--- src/rtl/video_out_stage.sv ---
// Video output conditioner: blank/sync normalisation, colour expansion,
// debug patterns, scanline dimming and an equal-latency output pipeline.
module video_out_stage #(
    parameter int IN_BITS      = 4,
    parameter int OUT_BITS     = 8,
    parameter int BLANK_IN_LOW = 1,
    parameter int HSYNC_INV    = 0,
    parameter int VSYNC_INV    = 1,
    parameter int LATENCY      = 2,
    parameter int BAR_SHIFT    = 5
) (
    input  logic                  clk,
    input  logic                  reset,
    input  logic                  ce_pix_in,
    input  logic [IN_BITS-1:0]    r_in,
    input  logic [IN_BITS-1:0]    g_in,
    input  logic [IN_BITS-1:0]    b_in,
    input  logic                  hblank_in,
    input  logic                  vblank_in,
    input  logic                  hsync_in,
    input  logic                  vsync_in,
    input  logic                  csync_in,
    input  logic [1:0]            mode,
    input  logic [3*OUT_BITS-1:0] dbg_color,
    input  logic                  scanline_en,
    input  logic [1:0]            scanline_lvl,
    output logic [OUT_BITS-1:0]   r_out,
    output logic [OUT_BITS-1:0]   g_out,
    output logic [OUT_BITS-1:0]   b_out,
    output logic                  hblank_out,
    output logic                  vblank_out,
    output logic                  hsync_out,
    output logic                  vsync_out,
    output logic                  csync_out,
    output logic                  de_out,
    output logic                  ce_pix_out,
    output logic [1:0]            mode_active
);

    typedef struct packed {
        logic [OUT_BITS-1:0] r;
        logic [OUT_BITS-1:0] g;
        logic [OUT_BITS-1:0] b;
        logic                hb;
        logic                vb;
        logic                hs;
        logic                vs;
        logic                cs;
        logic                de;
        logic                ce;
    } px_t;

    localparam px_t RST_PX = px_t'({{(3*OUT_BITS){1'b0}}, 7'b1100000});
    localparam logic BL_X = (BLANK_IN_LOW != 0);
    localparam logic HS_X = (HSYNC_INV != 0);
    localparam logic VS_X = (VSYNC_INV != 0);

    function automatic logic [OUT_BITS-1:0] expand(input logic [IN_BITS-1:0] c);
        logic [OUT_BITS-1:0] o;
        o = '0;
        for (int i = 0; i < OUT_BITS; i++) begin
            o[OUT_BITS-1-i] = c[IN_BITS-1-(i % IN_BITS)];
        end
        return o;
    endfunction

    function automatic logic [OUT_BITS-1:0] dim(input logic [OUT_BITS-1:0] c,
                                                input logic [1:0] lvl);
        logic [OUT_BITS-1:0] d;
        d = '0;
        unique case (lvl)
            2'd0: d = c - (c >> 2);
            2'd1: d = c >> 1;
            2'd2: d = c >> 2;
            2'd3: d = '0;
        endcase
        return d;
    endfunction

    logic                hb, vb, de;
    logic [11:0]         x_q, x_d, y_q, y_d;
    logic                de_seen_q, vb_prev_q;
    logic [1:0]          mode_q;
    logic [2:0]          bar_idx;
    logic                grid_on;
    logic [OUT_BITS-1:0] pr, pg, pb;
    px_t                 s1_d, s1_q, s2_d, s2_q, po;
    logic                y0_q;

    always_comb begin
        hb = hblank_in ^ BL_X;
        vb = vblank_in ^ BL_X;
        de = ~hb & ~vb;
    end

    always_comb begin
        x_d = x_q;
        y_d = y_q;
        if (ce_pix_in) begin
            if (hb) x_d = '0;
            else if (de) x_d = x_q + 12'd1;
            if (vb) y_d = '0;
            else if (hb && de_seen_q) y_d = y_q + 12'd1;
        end
    end

    always_ff @(posedge clk or posedge reset) begin
        if (reset) begin
            x_q       <= '0;
            y_q       <= '0;
            de_seen_q <= 1'b0;
            vb_prev_q <= 1'b0;
            mode_q    <= 2'd0;
        end else begin
            x_q       <= x_d;
            y_q       <= y_d;
            vb_prev_q <= vb;
            if (ce_pix_in) de_seen_q <= de;
            // Mode only changes at vblank start to avoid mid-frame tearing
            if (vb && !vb_prev_q) mode_q <= mode;
        end
    end

    always_comb begin
        bar_idx = x_q[BAR_SHIFT+2 -: 3];
        grid_on = (x_q[3:0] == 4'd0) || (y_q[3:0] == 4'd0);
        pr = expand(r_in);
        pg = expand(g_in);
        pb = expand(b_in);
        unique case (mode_q)
            2'd0: ;
            2'd1: begin
                pr = {OUT_BITS{bar_idx[1]}};
                pg = {OUT_BITS{bar_idx[2]}};
                pb = {OUT_BITS{bar_idx[0]}};
            end
            2'd2: begin
                pr = {OUT_BITS{grid_on}};
                pg = {OUT_BITS{grid_on}};
                pb = {OUT_BITS{grid_on}};
            end
            2'd3: {pr, pg, pb} = dbg_color;
        endcase
    end

    always_comb begin
        s1_d    = RST_PX;
        s1_d.r  = pr;
        s1_d.g  = pg;
        s1_d.b  = pb;
        s1_d.hb = hb;
        s1_d.vb = vb;
        s1_d.hs = hsync_in ^ HS_X;
        s1_d.vs = vsync_in ^ VS_X;
        s1_d.cs = csync_in;
        s1_d.de = de;
        s1_d.ce = ce_pix_in;
    end

    always_comb begin
        s2_d = s1_q;
        if (scanline_en && y0_q) begin
            s2_d.r = dim(s1_q.r, scanline_lvl);
            s2_d.g = dim(s1_q.g, scanline_lvl);
            s2_d.b = dim(s1_q.b, scanline_lvl);
        end
        s2_d.r = s2_d.r & {OUT_BITS{s1_q.de}};
        s2_d.g = s2_d.g & {OUT_BITS{s1_q.de}};
        s2_d.b = s2_d.b & {OUT_BITS{s1_q.de}};
    end

    always_ff @(posedge clk or posedge reset) begin
        if (reset) begin
            s1_q <= RST_PX;
            y0_q <= 1'b0;
            s2_q <= RST_PX;
        end else begin
            s1_q <= s1_d;
            y0_q <= y_q[0];
            s2_q <= s2_d;
        end
    end

    if (LATENCY > 2) begin : g_dly
        px_t dly_q [LATENCY-2];
        always_ff @(posedge clk or posedge reset) begin
            if (reset) begin
                for (int i = 0; i < LATENCY-2; i++) dly_q[i] <= RST_PX;
            end else begin
                dly_q[0] <= s2_q;
                for (int i = 1; i < LATENCY-2; i++) dly_q[i] <= dly_q[i-1];
            end
        end
        assign po = dly_q[LATENCY-3];
    end else begin : g_nodly
        assign po = s2_q;
    end

    assign r_out       = po.r;
    assign g_out       = po.g;
    assign b_out       = po.b;
    assign hblank_out  = po.hb;
    assign vblank_out  = po.vb;
    assign hsync_out   = po.hs;
    assign vsync_out   = po.vs;
    assign csync_out   = po.cs;
    assign de_out      = po.de;
    assign ce_pix_out  = po.ce;
    assign mode_active = mode_q;

endmodule

--- config.mk ---
export PLATFORM = sky130hd
export DESIGN_NAME = video_out_stage
export DESIGN_NICKNAME = d
export VERILOG_FILES = /design/src/rtl/video_out_stage.sv
export SDC_FILE = /design/constraint.sdc
export NUM_CORES = 1
export LEC_CHECK = 0
export CAP_MARGIN = 5
export CORE_ASPECT_RATIO = 1.5
export CORE_MARGIN = 4
export CORE_UTILIZATION = 52
export CTS_CLUSTER_DIAMETER = 40
export CTS_CLUSTER_SIZE = 16
export DETAILED_ROUTE_END_ITERATION = 12
export DONT_BUFFER_PORTS = 1
export PLACE_DENSITY = 0.67
export SETUP_SLACK_MARGIN = 0.02
export SLEW_MARGIN = 10
export SYNTH_ARGS = -nofsm -noshare
export SYNTH_HDL_FRONTEND = slang
export SYNTH_SLANG_ARGS = --single-unit
--- constraint.sdc ---
create_clock -name clk -period 5.3 [get_ports clk]
set_input_delay 0.795 -clock clk [delete_from_list [all_inputs] [get_ports clk]]
set_output_delay 0.795 -clock clk [all_outputs]
set_load 0.005 [all_outputs]
==> out/metrics.cfg, run 1 <==
[sta]
skew_ps=6.09
maxSlewHeadroom_pct=36.8
setup-violations-final=0
rsz0062_at_grt=false
max_freq_mhz=457
tns_ps=0
period_needed_ps=2190
hold_viol_final=0
final-max-slew-violation-count=0
post-route-period-util_pct=41.3
worst_pin_slew_ps=948
holdWs_ps=351

[clock_tree]
postCtsHoldBufs=0
cts_resized=0
htreeDepth=3
cts_sinks=79
cts_tree=yes
root_buffer=clkbuf_16
clk_pin_slew_worst_paths_ps=60
cts_buffers=9
clk_latency_ps=340
cts_setup_buffers=0
clk_path_buf_depth=2

[critical_path]
reg2reg_to=g_out[4]
path_max_fanout=6
critPathKind=reg2reg
cp-end-kind=flip-flop
r2r-start=s1_q[17]
reg2regPathDepth=8
critPathArrivalTime_ps=2440
required_ps=5550
r2r_slack_ps=3110
cp-start-kind=flip-flop

[synthesis]
synthFlopType=dfrtp_1
synth_top_area_share_pct=43.0
syn_nets=502
ys_ff_latch=79
synth_simple_gate_area_share_pct=12.3
avgSynthCellArea_sq_um=10.3
syn_area_sq_mm=0.00437
synth_compound_area_share_pct=24.1
synth_most_common_cell=dfrtp_1
synth_top_family_by_area=compound AO/OA/AOI/OAI gates
synth_area_leaders=dfrtp_1 (43%), ha_1 (7.2%), a221o_1 (5.5%)
synthArstFlopShare_pct=100
synth-adder-area-share_pct=8.54
netlist_top_cells_count=dfrtp_1 (75), inv_1 (34), nand2_1 (32), o21ai_0 (27)
yosys.area_share.xor_xnor_pct=1.40
yosysTopAreaCell=dfrtp_1
synth.distinct_cells=57
synthMuxAreaShare_pct=2.92
yosys_warnings=0
yosysSeqAreaShare_pct=45.4
netlist_instances=425
synth_edf_count=0

[die]
core_region_area_sq_mm=0.00811
die_x_um=82.8
initial_core_util_pct=53.9
row_count=40
ioPinCount=82
die_h_um=120
dieArea_sq_mm=0.00996

[routing]
wl_um=9850
vias_per_cell=6.23
wl_per_cell_um=18.6
dr.pass1.iters=4
vias=3298
postRouteAntennaNets=0
drt_iter0_drc=154
drc_errors=0

[finish]
multi_input_area_sq_mm=0.00215
area_growth_pct=8.77
layout.nets=496
drive_gt1_share_pct=10.4
final_util_pct=58.6
n_fill_cell=708
fin_area_sq_mm=0.00475
antenna_cells=0
final_cells=529
regArea_sq_mm=0.00198

[global_routing]
track_usage_pct=20.8
grt_max_degree=80
antenna_found_initial=0
grt_pass1_wl_um=16700
grt_pass1_vias=3503
grt_overflow=0

[power_and_ir_drop]
p_sw_w=0.000642
comb_power_share_pct=26.9
p_leak_nw=2.17
clock_power_share_pct=35.0
power.density_mw_per_mm2=418
p_int_w=0.00134
ir_drop_v=0.000235
seq_power_share_pct=38.2
netSwitchingFraction_pct=32.4

[placement]
io_buffer_count=0
placed_cells=513
place_area_sq_mm=0.00441
hpwl_um=7210
gp_congestion=0.845

[min_path]
whs_path_depth=0
min_path_type=reg2reg
min-delay-start=s1_q[2]
min_to=csync_out

[outcome]
status=completed

[run]
drv_cap=0

state kept, by name, indices dropped and copies added (netlist names), 2 cells and up:
| signal | count |
|---|---|
| y_q | 4 |
| g_out | 8 |
| r_out | 8 |
| mode_active | 2 |
| x_q | 8 |
| s1_q | 31 |
| b_out | 8 |
metal layers:
layer | GRT usage (%) | part of all wire, % | vias to the layer above
li1 | - | - | 1549
met1 | 24.4 | 40 | 1603
met2 | 35.7 | 51 | 116
met3 | 4.84 | 5.5 | 30
met4 | 10.4 | 3.7 | 0
met5 | 0 | 0 | -
worst max-delay path, stage by stage, from the launching register on:
cell and delay (ps):
dfrtp_1 430, ha_1 180, inv_1 50, fa_1 440, a211oi_2 240, nor2_1 80
or3_1 350, and3_1 160, a211oi_2 180
power by group through the flow:
stage / clock [W] / sequential, W / combinational (W)
6_report: 0.000694 / 0.000757 / 0.000533
5_1_grt: 0.000735 / 0.000768 / 0.000612
4_1_cts: 0.000711 / 0.000758 / 0.000536
3_5_place_dp: 0 / 0.000769 / 0.000531
3_3_place_gp: 0 / 0.000768 / 0.000511
2_1_floorplan: 0 / 0.000739 / 0.000437
cells in the final DEF, fill, tap and decap left out, types with 7 or more instances in the layout:
cell / count
ha_1: 25
xnor2_1: 7
a221o_1: 24
clkbuf_16: 9
nand2b_1: 7
inv_1: 33
dfrtp_1: 75
o21ai_0: 27
nor2_1: 25
nand2_1: 32
a21oi_1: 18
nand3_1: 8
o31ai_1: 7
kinds of logic (layout without fill, tap and decap cells):
family | after synthesis | in the layout
xor gates and xnor gates | 7 | 7
muxes | 12 | 12
AOI/OAI and AO/OA | 139 | 139
adders and majority gates | 28 | 28
DFF | 79 | 79
and+or+nand+nor | 106 | 106
buffers and inverters | 54 | 53
how the worst max path moves through the flow:
stage | depth (start not counted) | slack [ps] | start | endpoint
global placement | 4 | 2900 | scanline_lvl[0] | g_out[4]
CTS | 8 | 3100 | s1_q[17] | g_out[4]
detailed placement | 4 | 2900 | scanline_lvl[0] | g_out[4]
floorplan | 1 | 2490 | reset | b_out[0]
finish | 8 | 3110 | s1_q[17] | g_out[4]
global route | 8 | 2950 | s1_q[17] | g_out[4]
layout make-up:
| type | count | share of cell area (%) |
|---|---|---|
| Clock inverter | 7 | 2.29 |
| Multi-Input combinational cell | 292 | 45.3 |
| Sequential cell | 79 | 41.7 |
| Inverter | 34 | 2.71 |
| Clock buffer | 9 | 4.74 |
| Tap cell | 105 | 2.77 |
| Timing Repair Buffer | 3 | 0.474 |
metrics by stage:
step / setup slack, ps / total power (W)
CTS: 3100 / 0.00200
global route: 2950 / 0.00212
floorplan: 2490 / 0.00118
detailed placement: 2900 / 0.00130
global placement: 2900 / 0.00128
finish: 3110 / 0.00198
Note: power is estimated with default switching activity, not from simulation.
==> run 2: changes to the inputs <==
Settings changed: ABC_AREA from default to 1.
Clock period 5.3 ns to 2.1 ns, I/O delays scaled along.
==> out/metrics.cfg, run 2 <==
[synthesis]
synth_most_common_cell=nand2_1
synth_edf_count=0
netlist_top_cells_count=nand2_1 (124), dfrtp_1 (75), inv_1 (66), nand3_1 (53), a21oi_1 (37)
synth_area_leaders=dfrtp_1 (43%), nand2_1 (11%), ha_1 (7.2%)
yosysTopAreaCell=dfrtp_1
synthArstFlopShare_pct=100
netlist_instances=531
syn_area_sq_mm=0.00435
yosys_warnings=0
avgSynthCellArea_sq_um=8.20
synth_top_area_share_pct=43.1
synthFlopType=dfrtp_1
synth.distinct_cells=39
syn_nets=608
yosysSeqAreaShare_pct=45.5
ys_ff_latch=79

[placement]
io_buffer_count=0
placed_cells=630
gp_congestion=0.881
hpwl_um=7600
place_ws_ps=342

[sta]
period_needed_ps=1770
setup-violations-final=0
tns_ps=0
maxSlewHeadroom_pct=36.8
final-max-slew-violation-count=0
skew_ps=6.37
worst_pin_slew_ps=944
rsz0062_at_grt=false
hold_viol_final=0
max_freq_mhz=566
setup_slack_ps=333
post-route-period-util_pct=84.2
holdWs_ps=33.8

[routing]
wl_per_cell_um=15.5
vias=3729
vias_per_cell=5.72
dr.pass1.iters=5
drt_iter0_drc=417
postRouteAntennaNets=0
drc_errors=0
wl_um=10100

[outcome]
status=completed

[clock_tree]
htreeDepth=3
clk_path_buf_depth=2
cts_buffers=9
cts_sinks=79
root_buffer=clkbuf_16
cts_tree=yes
clk_pin_slew_worst_paths_ps=60
clk_latency_ps=340
cts_setup_buffers=0

[die]
ioPinCount=82
dieArea_sq_mm=0.00993
die_x_um=82.7
initial_core_util_pct=53.7
row_count=40
die_h_um=120
core_region_area_sq_mm=0.00811

[power_and_ir_drop]
p_total_w=0.00524
p_leak_nw=2.38
clock_power_share_pct=28.8
seq_power_share_pct=37.4
ir_drop_v=0.000626
netSwitchingFraction_pct=37.7
p_sw_w=0.00197
comb_power_share_pct=33.9
power.density_mw_per_mm2=1090
p_int_w=0.00327

[min_path]
whs_path_depth=1
min_path_type=in2reg
min-delay-start=vsync_in
min_to=s1_q[3]

[critical_path]
critPathArrivalTime_ps=2020
required_ps=2350
path_max_fanout=5
cp_top_family=adder cells
reg2regPathDepth=8
cp-end-kind=flip-flop
path_common_cell=inv_1
cp-start-kind=flip-flop
cp.buffers_inverters=2
reg2reg_to=r_out[2]
r2r-start=s1_q[25]
crit_path_max_incr_delay_ps=440
critPathKind=reg2reg
path_cells=ha_1 -> inv_1 -> fa_1 -> nand2_1 -> inv_1 -> o21ai_0 -> nand3_1 -> a21oi_1
r2r_slack_ps=330
crit_path_top_delay_cell=dfrtp_1

[global_routing]
grt_overflow=0
track_usage_pct=21.6
grt_max_degree=49
grt_pass1_vias=3521
antenna_found_initial=0
grt_pass1_wl_um=16500

[finish]
final_cells=652
max_flop_register=s1_q
layout_commonest_cell=nand2_1
n_fill_cell=737
drive_gt1_share_pct=8.59
area_growth_pct=10.9
largest_register_ffs=31
antenna_cells=0
layout.nets=619
layout_common_cells=nand2_1 (124), dfrtp_1 (75), inv_1 (65)

[run]
drv_cap=0

-- run 2: changes by cell type after synthesis, moves of 8 or more --
cell / before / now
nand3_1: 8 / 53
nand4_1: 2 / 10
inv_1: 34 / 66
o221ai_1: 0 / 11
a21oi_1: 18 / 37
a221o_1: 24 / 0
nor2_1: 25 / 36
nand2_1: 32 / 124
-- run 2: worst max-delay path by stage --
stage | from | endpoint | cells past startpoint
2_1_floorplan | s1_q[15] | g_out[6] | 12
3_3_place_gp | s1_q[23] | r_out[2] | 9
3_5_place_dp | s1_q[23] | r_out[2] | 9
4_1_cts | s1_q[23] | r_out[2] | 9
5_1_grt | s1_q[23] | r_out[2] | 9
6_report | s1_q[25] | r_out[2] | 8
-- run 2: logic make-up after synthesis --
| family | after synthesis | share of synthesized area, % |
|---|---|---|
| adder cells (fa/ha/maj) | 28 | 8.56 |
| AO/OA/AOI/OAI | 98 | 13.2 |
| XOR/XNOR | 2 | 0.402 |
| buffers and inverters | 86 | 8.25 |
| multiplexers | 1 | 0.259 |
| AND/OR/NAND/NOR | 237 | 23.8 |
| flip-flops | 79 | 45.5 |
-- run 2: final cells by class --
class / instances / area (sq um) / area share [%]
Multi-Input combinational cell: 366 / 2010 / 41.7
Clock buffer: 11 / 253 / 5.23
Sequential cell: 79 / 1980 / 41.0
Timing Repair Buffer: 13 / 125 / 2.59
Inverter: 73 / 283 / 5.86
Tap cell: 105 / 131 / 2.72
Clock inverter: 5 / 41.3 / 0.855
-- run 2: power groups by stage --
| stage | registers (W) | logic, W | clock network, W |
|---|---|---|---|
| 3_5_place_dp | 0.00198 | 0.00175 | 0 |
| 2_1_floorplan | 0.00191 | 0.00140 | 0 |
| 4_1_cts | 0.00195 | 0.00177 | 0.00154 |
| 5_1_grt | 0.00198 | 0.00204 | 0.00160 |
| 6_report | 0.00196 | 0.00177 | 0.00151 |
| 3_3_place_gp | 0.00197 | 0.00171 | 0 |
-- run 2: per-stage QoR --
step	instance area (sq um)	util (%)
floorplan	4360	-
global placement	4470	55.2
detailed placement	4470	55.2
CTS	4830	59.6
global route	4830	59.6
finish	4830	59.6
-- run 2: worst reg2reg max path, delay by kind of cell, from the launching register on --
kind                       cells  cell delay, ps
adders and majority gates      2             610
and+or+nand+nor                2             200
AOI/OAI and AO/OA              2             350
buffers and inverters          2              80
DFF                            1             440
-- run 2: what timing repair did --
item                                   CTS  global route
hold buffers                             6             0
setup endpoints to repair                0             0
resized for setup                        0             0
endpoints found under the hold margin   80             0
-- run 2: layer usage --
| metal | share of wire (%) | vias to the layer above | track usage, % |
|---|---|---|---|
| met5 | 0 | - | 0 |
| met4 | 2.4 | 0 | 7.87 |
| met3 | 7.7 | 27 | 4.73 |
| met2 | 50 | 166 | 34.4 |
| met1 | 40 | 1747 | 28.3 |
| li1 | - | 1789 | - |
==> run 3: changes to the inputs <==
Clock period 2.1 ns to 1.8 ns, I/O delays scaled along.
==> out/metrics.cfg, run 3 (synthesis gave the netlist of run 2 again) <==
[routing]
vias=3745
drt_iter0_drc=400
postRouteAntennaNets=0
wl_um=10600
wl_per_cell_um=16.1
dr.pass1.iters=5
drc_errors=0
vias_per_cell=5.67

[sta]
tns_ps=0
max_freq_mhz=587
skew_ps=7.25
maxSlewHeadroom_pct=38.3
worst_pin_slew_ps=922
period_needed_ps=1700
post-route-period-util_pct=94.6
rsz0062_at_grt=true
setup-violations-final=0
final-max-slew-violation-count=0
hold_viol_final=0

[min_path]
min_path_type=in2reg
min-delay-start=mode[1]

[critical_path]
cp-start-kind=flip-flop
cp-end-kind=flip-flop
critPathArrivalTime_ps=1920
critPathKind=reg2reg
cp_top_family=simple AND/OR/NAND/NOR gates
crit_path_top_delay_cell=dfrtp_1
path_common_cell=nand2_1
path_cells=inv_1 -> ha_4 -> nand2_1 -> nor2_1 -> nand2_1 -> nand3_1 -> nand2_1 -> nand2_1 -> nand2_1 -> nand2_1 -> a21oi_1
crit_path_max_incr_delay_ps=440
crit_path_start=s1_q[21]
r2r-start=s1_q[21]
cp.buffers_inverters=1
required_ps=2010
path_max_fanout=5

[clock_tree]
cts_tree=yes
root_buffer=clkbuf_16
clk_path_buf_depth=2
htreeDepth=3
clk_latency_ps=340
clk_pin_slew_worst_paths_ps=60
cts_buffers=9
cts_sinks=79

[global_routing]
grt_overflow=0
antenna_found_initial=0
grt_max_degree=32
grt_pass1_wl_um=16900
track_usage_pct=22.4
grt_pass1_vias=3582

[die]
die_h_um=120
ioPinCount=82
row_count=40
initial_core_util_pct=53.7
die_x_um=82.7
core_region_area_sq_mm=0.00811
dieArea_sq_mm=0.00993

[finish]
layout.nets=627
antenna_cells=0
drive_gt1_share_pct=13.7
largest_register_ffs=31
fin_area_sq_mm=0.00496
max_flop_register=s1_q
layout_common_cells=nand2_1 (123), dfrtp_1 (70), inv_1 (62)
final_cells=660
final_util_pct=61.2
layout_commonest_cell=nand2_1
area_growth_pct=14.0

[placement]
gp_congestion=0.903
placed_cells=633
io_buffer_count=0
place_area_sq_mm=0.00450
hpwl_um=7790

[outcome]
status=completed

[run]
drv_cap=0

[power_and_ir_drop]
power.density_mw_per_mm2=1260
ir_drop_v=0.000675
p_leak_nw=2.39

==> run 3: cell count changes in the layout (fill, tap and decap cells not counted), sizes merged <==
cell         delta
clkinvlp        +1
clkinv          -1
clkbuf          -1
inv             +1
dlygate4sd3     +1
buf             +7
==> run 3: cell type report <==
| cell class | instances | area [sq um] |
|---|---|---|
| fillers | 706 | 3140 |
| repair buffers | 21 | 188 |
| clock buffers | 10 | 229 |
| inverters | 73 | 283 |
| well taps | 105 | 131 |
| flip-flops and latches | 79 | 1990 |
| clock inverters | 6 | 45.0 |
| multi-input cells | 366 | 2100 |
==> run 3: what timing repair did <==
action,CTS,global route
setup endpoints to repair,1,13
pin swaps,1,1
setup buffers,0,4
gates resized for setup,2,22
endpoints found under the hold margin,24,0
hold buffers,7,0
==> run 3: metal layers <==
layer / routed length (um) / GRT usage (%)
met1: 4250 / 28.3
met2: 5320 / 36.2
met3: 735 / 5.63
met4: 297 / 8.69
met5: 0 / 0
==> run 3: worst reg2reg max path, cell delays in order, from the launching register on <==
cell and delay (ps):
dfrtp_1 440, inv_1 150, ha_4 310, nand2_1 60, nor2_1 100, nand2_1 80, nand3_1 80, nand2_1 100
nand2_1 110, nand2_1 50, nand2_1 60, a21oi_1 60
==> run 3: metrics by stage <==
stage	setup WS, ps	power [W]	hold slack [ps]
2_1_floorplan	192	0.00386	296
3_3_place_gp	97.2	0.00431	177
3_5_place_dp	22.7	0.00437	180
4_1_cts	36.4	0.00609	53.5
5_1_grt	-29.3	0.00674	54.0
6_report	96.4	0.00625	60.6
==> run 3: power by group <==
group | internal, W | switching (W)
Clock | 0.000941 | 0.000742
Sequential | 0.00204 | 0.000249
Combinational | 0.000879 | 0.00140
Total | 0.00386 | 0.00239
==> run 3: worst paths after layout <==
kind / slack, ps / cells past startpoint / end
setup reg to reg: 100 / 11 / g_out[5]
hold reg to reg: 350 / 0 / csync_out
min in group asynchronous: 430 / 2 / s1_q[22]
max in group asynchronous: 780 / 3 / s1_q[27]
setup / recovery: 100 / 11 / g_out[5]
hold / removal: 60 / 2 / mode_active[1]
